<file path="config.mk">
export PLATFORM = sky130hd
export DESIGN_NAME = sd_card_cmd_responder
export DESIGN_NICKNAME = d
export VERILOG_FILES = /design/src/rtl/sd_card_cmd_responder.sv
export SDC_FILE = /design/constraint.sdc
export NUM_CORES = 1
export LEC_CHECK = 0
export BUFFER_PORTS_ARGS = -buffer_cell sky130_fd_sc_hd__buf_4
export CAP_MARGIN = 30
export CORE_MARGIN = 2
export CORE_UTILIZATION = 30
export DETAILED_ROUTE_END_ITERATION = 8
export PLACE_DENSITY_LB_ADDON = 0.12
export SYNTH_ARGS = -nofsm -noshare
export SYNTH_HDL_FRONTEND = slang
export SYNTH_SLANG_ARGS = --single-unit
</file>
<file path="constraint.sdc">
create_clock -name sd_clock -period 6.5 [get_ports sd_clock]
set_input_delay 0.65 -clock sd_clock [delete_from_list [all_inputs] [get_ports sd_clock]]
set_output_delay 0.65 -clock sd_clock [all_outputs]
set_load 0.01 [all_outputs]
</file>
<file path="src/rtl/sd_card_cmd_responder.sv">
// Card-side SD CMD line endpoint: receives 48-bit host commands, checks framing/CRC7 and answers
// with an R1-format response after NCR cycles. Define SD_CARD_CMD_CRC_CHECK_EN to check received CRC.
module sd_card_cmd_responder #(
   parameter int unsigned NCR           = 2,
   parameter int unsigned NO_RESP_INDEX = 0
) (
   input  logic        sd_clock,
   input  logic        reset,
   input  logic        cmd_in,
   output logic        cmd_out,
   output logic        cmd_oe,
   input  logic [31:0] card_status,
   input  logic        resp_en,
   output logic        cmd_valid,
   output logic [5:0]  cmd_index_o,
   output logic [31:0] cmd_arg_o,
   output logic        frame_error,
   output logic        busy
);

   typedef enum logic [2:0] {StIdle, StRecv, StCheck, StWaitNcr, StSend} state_e;

   state_e      state_q, state_d;
   logic [6:0]  cnt_q, cnt_d;
   logic [46:0] shift_q, shift_d;
   logic [6:0]  crc_q, crc_d;
   logic        frame_ok_q, frame_ok_d;
   logic [5:0]  index_q, index_d;
   logic [31:0] arg_q, arg_d;
   logic [47:0] resp_q, resp_d;
   logic [47:0] frame;
   logic        frame_ok;

   function automatic logic [6:0] crc7_step(input logic [6:0] crc, input logic din);
      logic fb;
      fb = crc[6] ^ din;
      return {crc[5:0], 1'b0} ^ (fb ? 7'h09 : 7'h00);
   endfunction

   function automatic logic [6:0] crc7_40(input logic [39:0] d);
      logic [6:0] c;
      c = '0;
      for (int i = 39; i >= 0; i--) c = crc7_step(c, d[i]);
      return c;
   endfunction

   // Full frame as seen while the end bit is on the line (last RECV cycle).
   assign frame = {shift_q, cmd_in};

`ifdef SD_CARD_CMD_CRC_CHECK_EN
   assign frame_ok = !frame[47] && frame[46] && frame[0] && (frame[7:1] == crc_q);
`else
   logic unused_crc;
   assign unused_crc = ^{crc_q, frame[7:1]};
   assign frame_ok   = !frame[47] && frame[46] && frame[0];
`endif

   always_comb begin
      state_d     = state_q;
      cnt_d       = cnt_q;
      shift_d     = shift_q;
      crc_d       = crc_q;
      frame_ok_d  = frame_ok_q;
      index_d     = index_q;
      arg_d       = arg_q;
      resp_d      = resp_q;
      cmd_out     = 1'b1;
      cmd_oe      = 1'b0;
      cmd_valid   = 1'b0;
      frame_error = 1'b0;
      unique case (state_q)
         StIdle: begin
            if (!cmd_in) begin
               state_d = StRecv;
               cnt_d   = 7'd1;
               shift_d = '0;
               crc_d   = '0;
            end
         end
         StRecv: begin
            shift_d = {shift_q[45:0], cmd_in};
            if (cnt_q <= 7'd39) crc_d = crc7_step(crc_q, cmd_in);
            cnt_d = cnt_q + 7'd1;
            if (cnt_q == 7'd47) begin
               state_d    = StCheck;
               frame_ok_d = frame_ok;
               if (frame_ok) begin
                  index_d = frame[45:40];
                  arg_d   = frame[39:8];
               end
            end
         end
         StCheck: begin
            cmd_valid   = frame_ok_q;
            frame_error = !frame_ok_q;
            // CHECK is the first of the NCR idle cycles.
            cnt_d       = 7'd2;
            if (frame_ok_q && resp_en && (index_q != NO_RESP_INDEX[5:0])) state_d = StWaitNcr;
            else state_d = StIdle;
         end
         StWaitNcr: begin
            if (cnt_q >= NCR[6:0]) begin
               resp_d  = {2'b00, index_q, card_status,
                          crc7_40({2'b00, index_q, card_status}), 1'b1};
               cnt_d   = '0;
               state_d = StSend;
            end else begin
               cnt_d = cnt_q + 7'd1;
            end
         end
         StSend: begin
            cmd_oe  = 1'b1;
            cmd_out = resp_q[47];
            resp_d  = {resp_q[46:0], 1'b1};
            cnt_d   = cnt_q + 7'd1;
            if (cnt_q == 7'd47) state_d = StIdle;
         end
         default: state_d = StIdle;
      endcase
   end

   always_ff @(posedge sd_clock) begin
      if (reset) begin
         state_q    <= StIdle;
         cnt_q      <= '0;
         shift_q    <= '0;
         crc_q      <= '0;
         frame_ok_q <= 1'b0;
         index_q    <= '0;
         arg_q      <= '0;
         resp_q     <= '1;
      end else begin
         state_q    <= state_d;
         cnt_q      <= cnt_d;
         shift_q    <= shift_d;
         crc_q      <= crc_d;
         frame_ok_q <= frame_ok_d;
         index_q    <= index_d;
         arg_q      <= arg_d;
         resp_q     <= resp_d;
      end
   end

   assign busy        = (state_q != StIdle);
   assign cmd_index_o = index_q;
   assign cmd_arg_o   = arg_q;

endmodule

</file>
## After elaboration in Yosys (flattened, before gate mapping)

Cells that the tools add are included.

| cells by class | value |
|---|---|
| add/sub/neg operators | 1 |
| magnitude comparators | 1 |
| eq/ne operators | 9 |
| multiplexer cells | 55 |
| bitwise gates (word level) | 74 |
| reductions and logical operators | 19 |

Operators by type and width:

| kind | number |
|---|---|
| $xor 7x4->7 | 35 |
| $mux 4 | 38 |
| $pmux 48 s2 | 1 |
| $pmux 47 s2 | 1 |
| $mux 48 | 1 |
| $mux 47 | 1 |
| $xor 1x1->1 | 34 |
| $pmux 7 s4 | 1 |
| $pmux 3 s5 | 1 |
| $mux 7 | 2 |
| $mux 3 | 4 |
| $ne 2x2->1 const B | 4 |
| $reduce_and 2->1 | 4 |
| $add 7x1->7 const B | 1 |
| $eq 7x6->1 const B | 1 |
| $ge 7x2->1 const B | 1 |
| $eq 3x2->1 const B | 2 |
| $reduce_bool 6->1 | 1 |
| $xor 6x4->6 | 1 |
| $xor 5x4->5 | 1 |
| $logic_and 1x1->1 | 4 |
| $mux 1 | 4 |
| $reduce_and 4->1 | 1 |
| $reduce_bool 2->1 | 2 |
| 10 further kinds | 13 |

| word-level totals | value |
|---|---|
| register bits after elaboration | 144 |
| output and inout bits | 43 |
| word-level logic and storage cells | 166 |

## Depth between registers and ports, before layout

Gate-level depths: netlist (run 1).

| depth | value |
|---|---|
| depth after elaboration | 109 |
| gate-level depth with buffers | 9 |
| mapped depth without buffers | 8 |

## Worst setup path after synthesis (run 1)

No wires, ideal clock.

| timing path | value |
|---|---|
| path kind | input -> register |
| start point | input card_status[31] |
| end point | register resp_q[2] |
| library setup time | 0.120 ns |
| arrival | 2.516 ns |
| data required time | 6.380 ns |
| setup slack | 3.865 ns |
| cell stages on the path | 6 |
| path through | xor2_1 > xnor3_2 > xnor3_2 > xnor3_2 > xnor2_1 > a211o_1 |

| on the way | value |
|---|---|
| longest elaborated chain between the ends | 48 |
| elaborated cells on any way between the ends | 64 |

RTL lines:

| item | RTL line | RTL |
|---|---|---|
| from (decl) | 12 | `input logic [31:0] card_status,` |
| $xor 1x1->1 * | 36 | `fb = crc[6] ^ din;` |
| $mux 4 * | 37 | `return {crc[5:0], 1'b0} ^ (fb ? 7'h09 : 7'h00);` |
| $xor 7x4->7 * (4 in a row) | 37 |  |
| $xor 1x1->1 or $xor 7x4->7 (tied branches) | 36, 37 |  |
| $mux 4 or $xor 7x4->7 (tied branches) | 37 |  |
| $xor 7x4->7 * (4 in a row) | 37 |  |
| $xor 1x1->1 or $xor 7x4->7 (tied branches) | 36, 37 |  |
| $mux 4 or $xor 7x4->7 (tied branches) | 37 |  |
| [19 not listed] | n/a |  |
| $xor 1x1->1 or $xor 7x4->7 (tied branches) | 36, 37 |  |
| $mux 4 or $xor 7x4->7 (tied branches) | 37 |  |
| $xor 7x4->7 * (7 in a row) | 37 |  |
| $xor 1x1->1 * | 36 |  |
| $mux 4 * | 37 |  |
| $xor 7x4->7 * (2 in a row) | 37 |  |
| $mux 48 * | 102 | `if (cnt_q >= NCR[6:0]) begin` |
| $pmux 48 s2 * | 71 | `unique case (state_q)` |
| to (signal assigned) | 140 | `resp_q <= resp_d;` |
| to (decl) | 30 | `logic [47:0] resp_q, resp_d;` |

Mark *: on every way between the ends. The rest lies on a longest branch, timed or not. The select of a mux whose other input is x is not followed.
A chain may end at the register's enable or synchronous reset.

## Final worst setup path (run 1)

| timing path | value |
|---|---|
| start point | register cnt_q[0] |
| end point | register resp_q[3] |

| on the way | value |
|---|---|
| longest elaborated chain between the ends | 3 |

RTL lines:

| item | RTL line | RTL |
|---|---|---|
| from (decl) | 24 | `logic [6:0] cnt_q, cnt_d;` |
| from (signal assigned) | 134 | `cnt_q <= cnt_d;` |
| $ge 7x2->1 | 102 |  |
| $ne 2x2->1 (no source line) | n/a |  |
| $reduce_and 2->1 (no source line) | n/a |  |

No other way between the ends.

==> results_dict.tcl, run 1 <==
set metrics [dict create \
    status "completed" \
    cts_tree "yes" \
    vdd_drop_max_v 0.000159 \
    via_per_inst 4.92 \
    die-width_um 147 \
    grt_overflow 0 \
    fill_cells 2078 \
    synth_nets 719 \
    finalNetCount 773 \
    fp.dieH_um 147 \
    clockRootBuffer "clkbuf_16" \
    ys_types 45 \
    power.density_nw_per_um2 286 \
    postSynthCellCount 681 \
    cp-end-kind "flip-flop" \
    required_ns 6.86 \
    avgSynthCellArea_um2 9.05 \
    fin_ws_ns 3.21 \
    postRouteWirelength_um 14800 \
    worstMarginPinSlew_ns 1.03 \
    p_leak_nw 3.12 \
    vias 5013 \
    grt_usage 0.139 \
    drcViolationCount 0 \
    grt_pass1_wl_um 24100 \
    antenna_found_initial 0 \
    maxCapViolCount 0 \
    gp_congestion 0.752 \
    diodes 0 \
    fin_tns_setup_ns 0 \
    area_growth_syn_to_layout_pct 23.0 \
    slew_viol_final 0 \
    grt_pass1_vias 4629 \
    critPathMaxFanout 48 \
    hold_class "reg2reg" \
    start_util 0.305 \
    routedWlPerCell_um 14.6 \
    drt-pass1-iter-count 5 \
    h-tree-depth 4 \
    rows 52 \
    mappedNetlistArea_um2 6160 \
    ys_ff_latch 143 \
    clk_latency_ns 0.42 \
    grt_max_degree 89 \
    max_freq_mhz 304 \
    skew_ns 0.0101 \
    postCtsHoldBufs 0 \
    start_kind "flip-flop" \
    yosysWarnings 0 \
    ant_nets 0 \
    cts_repair_resize_count 0 \
    critPathKind "reg2reg" \
    dpl.hpwl_um 9830 \
    io_buffer_count 78 \
    finalSetupViolCount 0 \
    crit_arrival_ns 3.65 \
    hold_viol 0 \
    path_clk_slew_ns 0.06 \
    period_share 0.507 \
    coreArea_um2 20200 \
    cts.sinks 143 \
    grt_setup_unrepaired "no" \
    post-place-ws_ns 3.20 \
    cts_made_buffers 17 \
    slew_headroom 0.315 \
    cts_buffer_depth 2 \
    io_pins 79 \
    seq_area_frac_synth 0.465 \
    cts_setup_buffers 0 \
    fp.dieArea_um2 21700 \
    drive_gt1_frac 0.176 \
    drt_iter0_markers 273 \
    period_minus_slack_ns 3.29 \
]
## sequential cells by signal (all words and copies together) (netlist names)
signal / cells
shift_q: 47
state_q: 3
cnt_q: 7
cmd_index_o: 6
resp_q: 47
frame_ok_q: 1
cmd_arg_o: 32
## stage by stage
step | power [W] | hold slack, ns | util | cells | cell area [µm²]
CTS | 0.00221 | 0.444 | 0.376 | 1018 | 7580
global route | 0.00226 | 0.458 | 0.376 | 1018 | 7580
global placement | 0.00123 | 0.430 | 0.346 | 985 | 6980
floorplan | 0.00116 | 0.423 | - | 681 | 6160
finish | 0.00217 | 0.442 | 0.376 | 1018 | 7580
detailed placement | 0.00124 | 0.433 | 0.347 | 986 | 7000
## path summary, 6_finish.rpt
kind	from	endpoint	slack, ns	cells after the start
hold / removal	resp_q[8]	resp_q[8]	0.44	2
setup / recovery	cnt_q[0]	resp_q[3]	3.21	9
hold reg to reg	resp_q[8]	resp_q[8]	0.44	2
setup reg to reg	cnt_q[0]	resp_q[3]	3.21	9
## layer usage
layer	track usage	wire, µm	share of wire	vias to the layer above
met3	0.0429	784	0.053	9
met1	0.180	6870	0.46	2405
met5	0	0	0	-
li1	-	-	-	2488
met4	0.0404	130	0.0088	0
met2	0.222	7030	0.47	111
## where the power goes
part,internal [W],switching (W)
Clock,0.000551,0.000406
Sequential,0.000878,0.00000338
Combinational,0.000187,0.000142
Total,0.00162,0.000552
## critical path, stage by stage (launching register included)
cell,delay [ns]
dfxtp_1,0.43
inv_1,0.09
ha_1,0.19
or4_1,0.42
o41ai_1,0.63
nor2_2,0.04
buf_4,0.31
nor2_4,0.81
a221oi_1,0.17
o21ai_1,0.12
## synthesized netlist by cell type (all sizes together)
library cell,count,area (µm²)
clkinv,1,3.75
a211oi,2,15.0
nor2,64,240
xnor2,33,315
nand3,1,5.00
nor3b,1,7.51
and2,1,6.26
o21bai,1,7.51
ha,2,25.0
o32a,1,10.0
a22oi,45,338
and3,2,12.5
nor3,1,5.00
a211o,3,26.3
nand4,2,12.5
o311ai,1,8.76
or3,1,6.26
nand2,167,627
dfxtp,143,2860
buf,3,12.5
clkbuf,47,176
o22ai,1,6.26
o21ai,13,65.1
xor3,5,123
mux2i,1,10.0
nor4b,1,8.76
a221oi,42,368
nand2b,2,12.5
a31oi,1,6.26
nor2b,1,6.26
a21oi,51,255
o41ai,1,8.76
nor4,3,18.8
inv,4,15.0
or4,3,22.5
and4,1,8.76
xor2,12,113
xnor3,17,390
## final cells by class
cell class / instances / area, µm² / area share
Timing Repair Buffer: 85 / 651 / 0.0858
Sequential cell: 143 / 2860 / 0.378
Inverter: 5 / 18.8 / 0.00248
Tap cell: 270 / 338 / 0.0446
Clock buffer: 18 / 439 / 0.0579
Multi-Input combinational cell: 483 / 3130 / 0.412
Clock inverter: 14 / 145 / 0.0191
## placed cells by master, fill, tap and decap left out, types with 3 or more instances in the layout
master / count
xnor2_1: 31
a211o_1: 3
o21ai_1: 4
dfxtp_1: 143
buf_4: 84
nand2_1: 167
o21ai_0: 8
xnor3_2: 6
clkinv_4: 4
clkbuf_16: 17
or4_1: 3
xor2_1: 11
inv_6: 6
a22oi_1: 45
a221oi_1: 42
a21oi_1: 51
xor3_1: 4
inv_1: 4
nor2_1: 61
xnor3_1: 11
## cells by family after synthesis
logic type | after synthesis | share of synthesized area
buffers and inverters | 55 | 0.0337
muxes | 1 | 0.00162
xor gates and xnor gates | 67 | 0.153
AOI/OAI and AO/OA | 162 | 0.181
adders and majority gates | 2 | 0.00406
and+or+nand+nor | 251 | 0.162
DFF | 143 | 0.465
Note: power is estimated with default switching activity, not from simulation.
==> inputs of run 2 (changes only) <==
Clock period 6.5 ns to 3.4 ns, I/O delays scaled along.
==> results_dict.tcl, run 2 (synthesis results as in run 1) <==
set metrics [dict create \
    status "completed" \
    clockRootBuffer "clkbuf_16" \
    power.density_nw_per_um2 536 \
    path_clk_slew_ns 0.06 \
    vias 4971 \
    h-tree-depth 4 \
    area_growth_syn_to_layout_pct 23.8 \
    gp_congestion 0.789 \
    via_per_inst 4.85 \
    grt_setup_unrepaired "no" \
    cts_tree "yes" \
    drt_iter0_markers 299 \
    layout_commonest_cell "nand2_1" \
    cp-end-kind "flip-flop" \
    routedWlPerCell_um 15.0 \
    period_share 0.766 \
    post-place-ws_ns 0.806 \
    slew_viol_final 0 \
    io_pins 79 \
    slew_headroom 0.320 \
    dpl_cell_area_um2 7070 \
    start_util 0.305 \
    fill_cells 2111 \
    finalSetupViolCount 0 \
    grt_overflow 0 \
    worstReg2RegEnd "resp_q[24]" \
    grt_usage 0.146 \
    hold_viol 0 \
    critPathKind "reg2reg" \
    postCtsHoldBufs 0 \
    rr_worst_depth 9 \
    vdd_drop_max_v 0.000344 \
    min_path_cells 3 \
    grt_max_degree 73 \
    drt-pass1-iter-count 6 \
    r2r-start "cnt_q[0]" \
    min_to "resp_q[32]" \
    whs_ns 0.159 \
    fin_ws_ns 0.796 \
    design_area_um2 7630 \
    cts_made_buffers 17 \
    crit_arrival_ns 2.90 \
    start_kind "flip-flop" \
    postRouteWirelength_um 15400 \
    grt_pass1_vias 4868 \
    hp-start "card_status[24]" \
    required_ns 3.69 \
    fp.dieArea_um2 21700 \
    rows 52 \
    rrSetupSlack_ns 0.80 \
    coreArea_um2 20200 \
    ant_nets 0 \
    p_leak_nw 3.15 \
    fp.dieH_um 147 \
    stdcell_count 1025 \
    worstMarginPinSlew_ns 1.02 \
    drive_gt1_frac 0.180 \
    cts_buffer_depth 2 \
    cts_setup_buffers 0 \
    die-width_um 147 \
    hold_class "in2reg" \
    clk_latency_ns 0.43 \
    drcViolationCount 0 \
    maxCapViolCount 0 \
    period_minus_slack_ns 2.60 \
    cts.sinks 143 \
    fin_tns_setup_ns 0 \
    max_freq_mhz 384 \
    dp.cells 993 \
    skew_ns 0.0158 \
    finalNetCount 780 \
    final_cell_mix "167 x nand2_1, 143 x dfxtp_1, 90 x buf_4, 61 x nor2_1, 51 x a21oi_1" \
    critPathMaxFanout 25 \
    cts_repair_resize_count 0 \
    io_buffer_count 78 \
    dpl.hpwl_um 10500 \
    grt_pass1_wl_um 25200 \
    antenna_found_initial 1 \
]
==> run 2: changes by cell type in the layout (fill, tap and decap cells not counted), sizes merged <==
cell,before,now
buf,85,92
inv,12,7
clkbuf,18,20
clkinv,6,7
clkinvlp,0,1
diode,0,1
==> run 2: per-stage QoR <==
step / total power [W] / util
floorplan: 0.00222 / -
global placement: 0.00235 / 0.348
detailed placement: 0.00237 / 0.351
CTS: 0.00415 / 0.378
global route: 0.00427 / 0.378
finish: 0.00409 / 0.378
==> run 2: report_power, final <==
| group | total, W | switching (W) | internal (W) |
|---|---|---|---|
| clock | 0.00177 | 0.000736 | 0.00103 |
| sequential | 0.00169 | 0.00000669 | 0.00168 |
| combinational | 0.000636 | 0.000274 | 0.000362 |
| total | 0.00409 | 0.00102 | 0.00307 |
==> run 2: how the worst max path moves through the flow <==
stage,start,endpoint,slack [ns],depth (start not counted)
floorplan,cmd_index_o[0],resp_q[2],0.95,6
global route,state_q[1],cmd_out,0.58,5
global placement,card_status[31],resp_q[4],0.81,7
finish,cnt_q[0],resp_q[24],0.80,9
CTS,state_q[0],cmd_out,0.77,5
detailed placement,card_status[31],resp_q[4],0.81,7
==> run 2: cell type report <==
cell class                 instances  area [µm²]  share of cell area
tap                              270         338              0.0443
clock buffer                      20         447              0.0586
inverter                           5        18.8             0.00246
sequential                       143        2860               0.375
clock inverter                    11         109              0.0143
multi-input combinational        483        3120               0.409
antenna                            1        2.50            0.000328
timing repair buffer              92         731              0.0958
==> run 2: worst max-delay path, cell delays in order (launching register included) <==
cell and delay [ns]:
dfxtp_1 0.44, inv_1 0.09, ha_1 0.20, or4_1 0.43
o41ai_1 0.26, buf_4 0.20, nor2_2 0.18, buf_4 0.30
a221oi_1 0.28, nand2_1 0.09
==> run 2: metal layers <==
| layer | share of wire | GRT usage |
|---|---|---|
| met1 | 0.46 | 0.186 |
| met2 | 0.48 | 0.236 |
| met3 | 0.042 | 0.0491 |
| met4 | 0.013 | 0.0418 |
| met5 | 0 | 0 |
==> inputs of run 3 (changes only) <==
Clock period 3.4 ns to 2.1 ns, I/O delays scaled along.
==> results_dict.tcl, run 3 (synthesis results as in run 1) <==
set metrics [dict create \
    cts_made_buffers 17 \
    cp-end-kind "flip-flop" \
    clk_latency_ns 0.42 \
    dpl.hpwl_um 11200 \
    crit_arrival_ns 2.53 \
    fin_tns_setup_ns -0.678 \
    dpl_cell_area_um2 7770 \
    skew_ns 0.00722 \
    maxCapViolCount 0 \
    drt_iter0_markers 208 \
    h-tree-depth 4 \
    required_ns 2.41 \
    period_minus_slack_ns 2.21 \
    critPathKind "reg2reg" \
    hold_viol 0 \
    layout_commonest_cell "nand2_1" \
    finalNetCount 857 \
    grt_max_degree 55 \
    antenna_found_initial 0 \
    via_per_inst 4.83 \
    fp.dieH_um 147 \
    path_clk_slew_ns 0.06 \
    io_buffer_count 78 \
    start_kind "flip-flop" \
    grt_pass1_wl_um 26600 \
    drcViolationCount 0 \
    grt_usage 0.153 \
    grt_pass1_vias 5322 \
    vias 5322 \
    period_share 1.05 \
    critPathMaxFanout 3 \
    area_growth_syn_to_layout_pct 41.3 \
    failed_checks "negative setup slack" \
    start_util 0.305 \
    finalSetupViolCount 19 \
    coreArea_um2 20200 \
    gp_congestion 0.818 \
    fin_ws_ns -0.115 \
    ant_nets 0 \
    clockRootBuffer "clkbuf_16" \
    worstMarginPinSlew_ns 0.774 \
    grt_overflow 0 \
    vdd_drop_max_v 0.000639 \
    power.density_nw_per_um2 813 \
    postRouteWirelength_um 16500 \
    utilization 0.432 \
    rows 52 \
    grt_setup_unrepaired "yes" \
    io_pins 79 \
    max_freq_mhz 452 \
    status "finished with violations" \
    p_leak_nw 3.70 \
    fill_cells 1987 \
    cts_buffer_depth 2 \
    cts.sinks 143 \
    routedWlPerCell_um 15.0 \
    diodes 0 \
    drive_gt1_frac 0.323 \
    design_area_um2 8710 \
    die-width_um 147 \
    hold_class "in2reg" \
    cts_tree "yes" \
    fp.dieArea_um2 21700 \
    whs_ns 0.0169 \
    slew_viol_final 0 \
    slew_headroom 0.484 \
    drt-pass1-iter-count 4 \
    final_cell_mix "167 x nand2_1, 149 x buf_4, 135 x dfxtp_1, 61 x nor2_1, 51 x a21oi_1" \
]
-- run 3: changes by cell type in the layout (fill, tap and decap cells not counted), sizes merged --
cell         before  now
dlygate4sd3       0    2
clkinvlp          1    4
diode             1    0
inv               7   12
clkinv            7    3
buf              92  164
-- run 3: critical path, cell delays in order (launching register included) --
cell     delay, ns
dfxtp_2       0.35
xnor3_1       0.30
xor2_4        0.25
xnor3_1       0.40
xnor3_2       0.42
xnor2_2       0.14
a211o_1       0.24
-- run 3: area by class of cell --
| cell class | count | area, µm² | share of cell area |
|---|---|---|---|
| Clock inverter | 15 | 149 | 0.0171 |
| Timing Repair Buffer | 169 | 1440 | 0.166 |
| Inverter | 5 | 18.8 | 0.00216 |
| Clock buffer | 17 | 425 | 0.0489 |
| Multi-Input combinational cell | 483 | 3450 | 0.397 |
| Tap cell | 270 | 338 | 0.0388 |
| Sequential cell | 143 | 2880 | 0.331 |
-- run 3: worst paths after layout --
check	start	end	slack, ns	depth (start not counted)
worst max register to register	cmd_index_o[0]	resp_q[4]	-0.11	6
worst max-delay path	cmd_index_o[0]	resp_q[4]	-0.11	6
worst min-delay path	card_status[25]	resp_q[33]	0.02	3
worst min register to register	resp_q[45]	resp_q[45]	0.45	2
-- run 3: per-stage QoR --
step | power (W) | worst slack [ns] | cells
2_1_floorplan | 0.00362 | -0.132 | 681
3_3_place_gp | 0.00400 | -0.305 | 1052
3_5_place_dp | 0.00400 | -0.340 | 1052
4_1_cts | 0.00708 | -0.197 | 1087
5_1_grt | 0.00738 | -0.213 | 1102
6_report | 0.00708 | -0.115 | 1102
-- run 3: timing repair --
| action | in CTS | in global routing |
|---|---|---|
| gates resized for setup | 12 | 18 |
| endpoints found under the setup margin | 55 | 84 |
| cloned | 1 | 3 |
| setup buffers | 0 | 12 |
| endpoints found under the hold margin | 2 | 0 |
| hold buffers | 2 | 0 |
| pin swaps | 9 | 21 |
-- run 3: where the power goes --
part	switching, W	internal (W)
clock	0.00127	0.00166
combinational	0.000553	0.000869
sequential	0.00000720	0.00271
-- run 3: metal layers --
layer | routed length [µm] | share of wire | global-route usage
met3 | 631 | 0.038 | 0.0373
met1 | 7520 | 0.46 | 0.192
met2 | 8070 | 0.49 | 0.261
met5 | 0 | 0 | 0
met4 | 261 | 0.016 | 0.0500
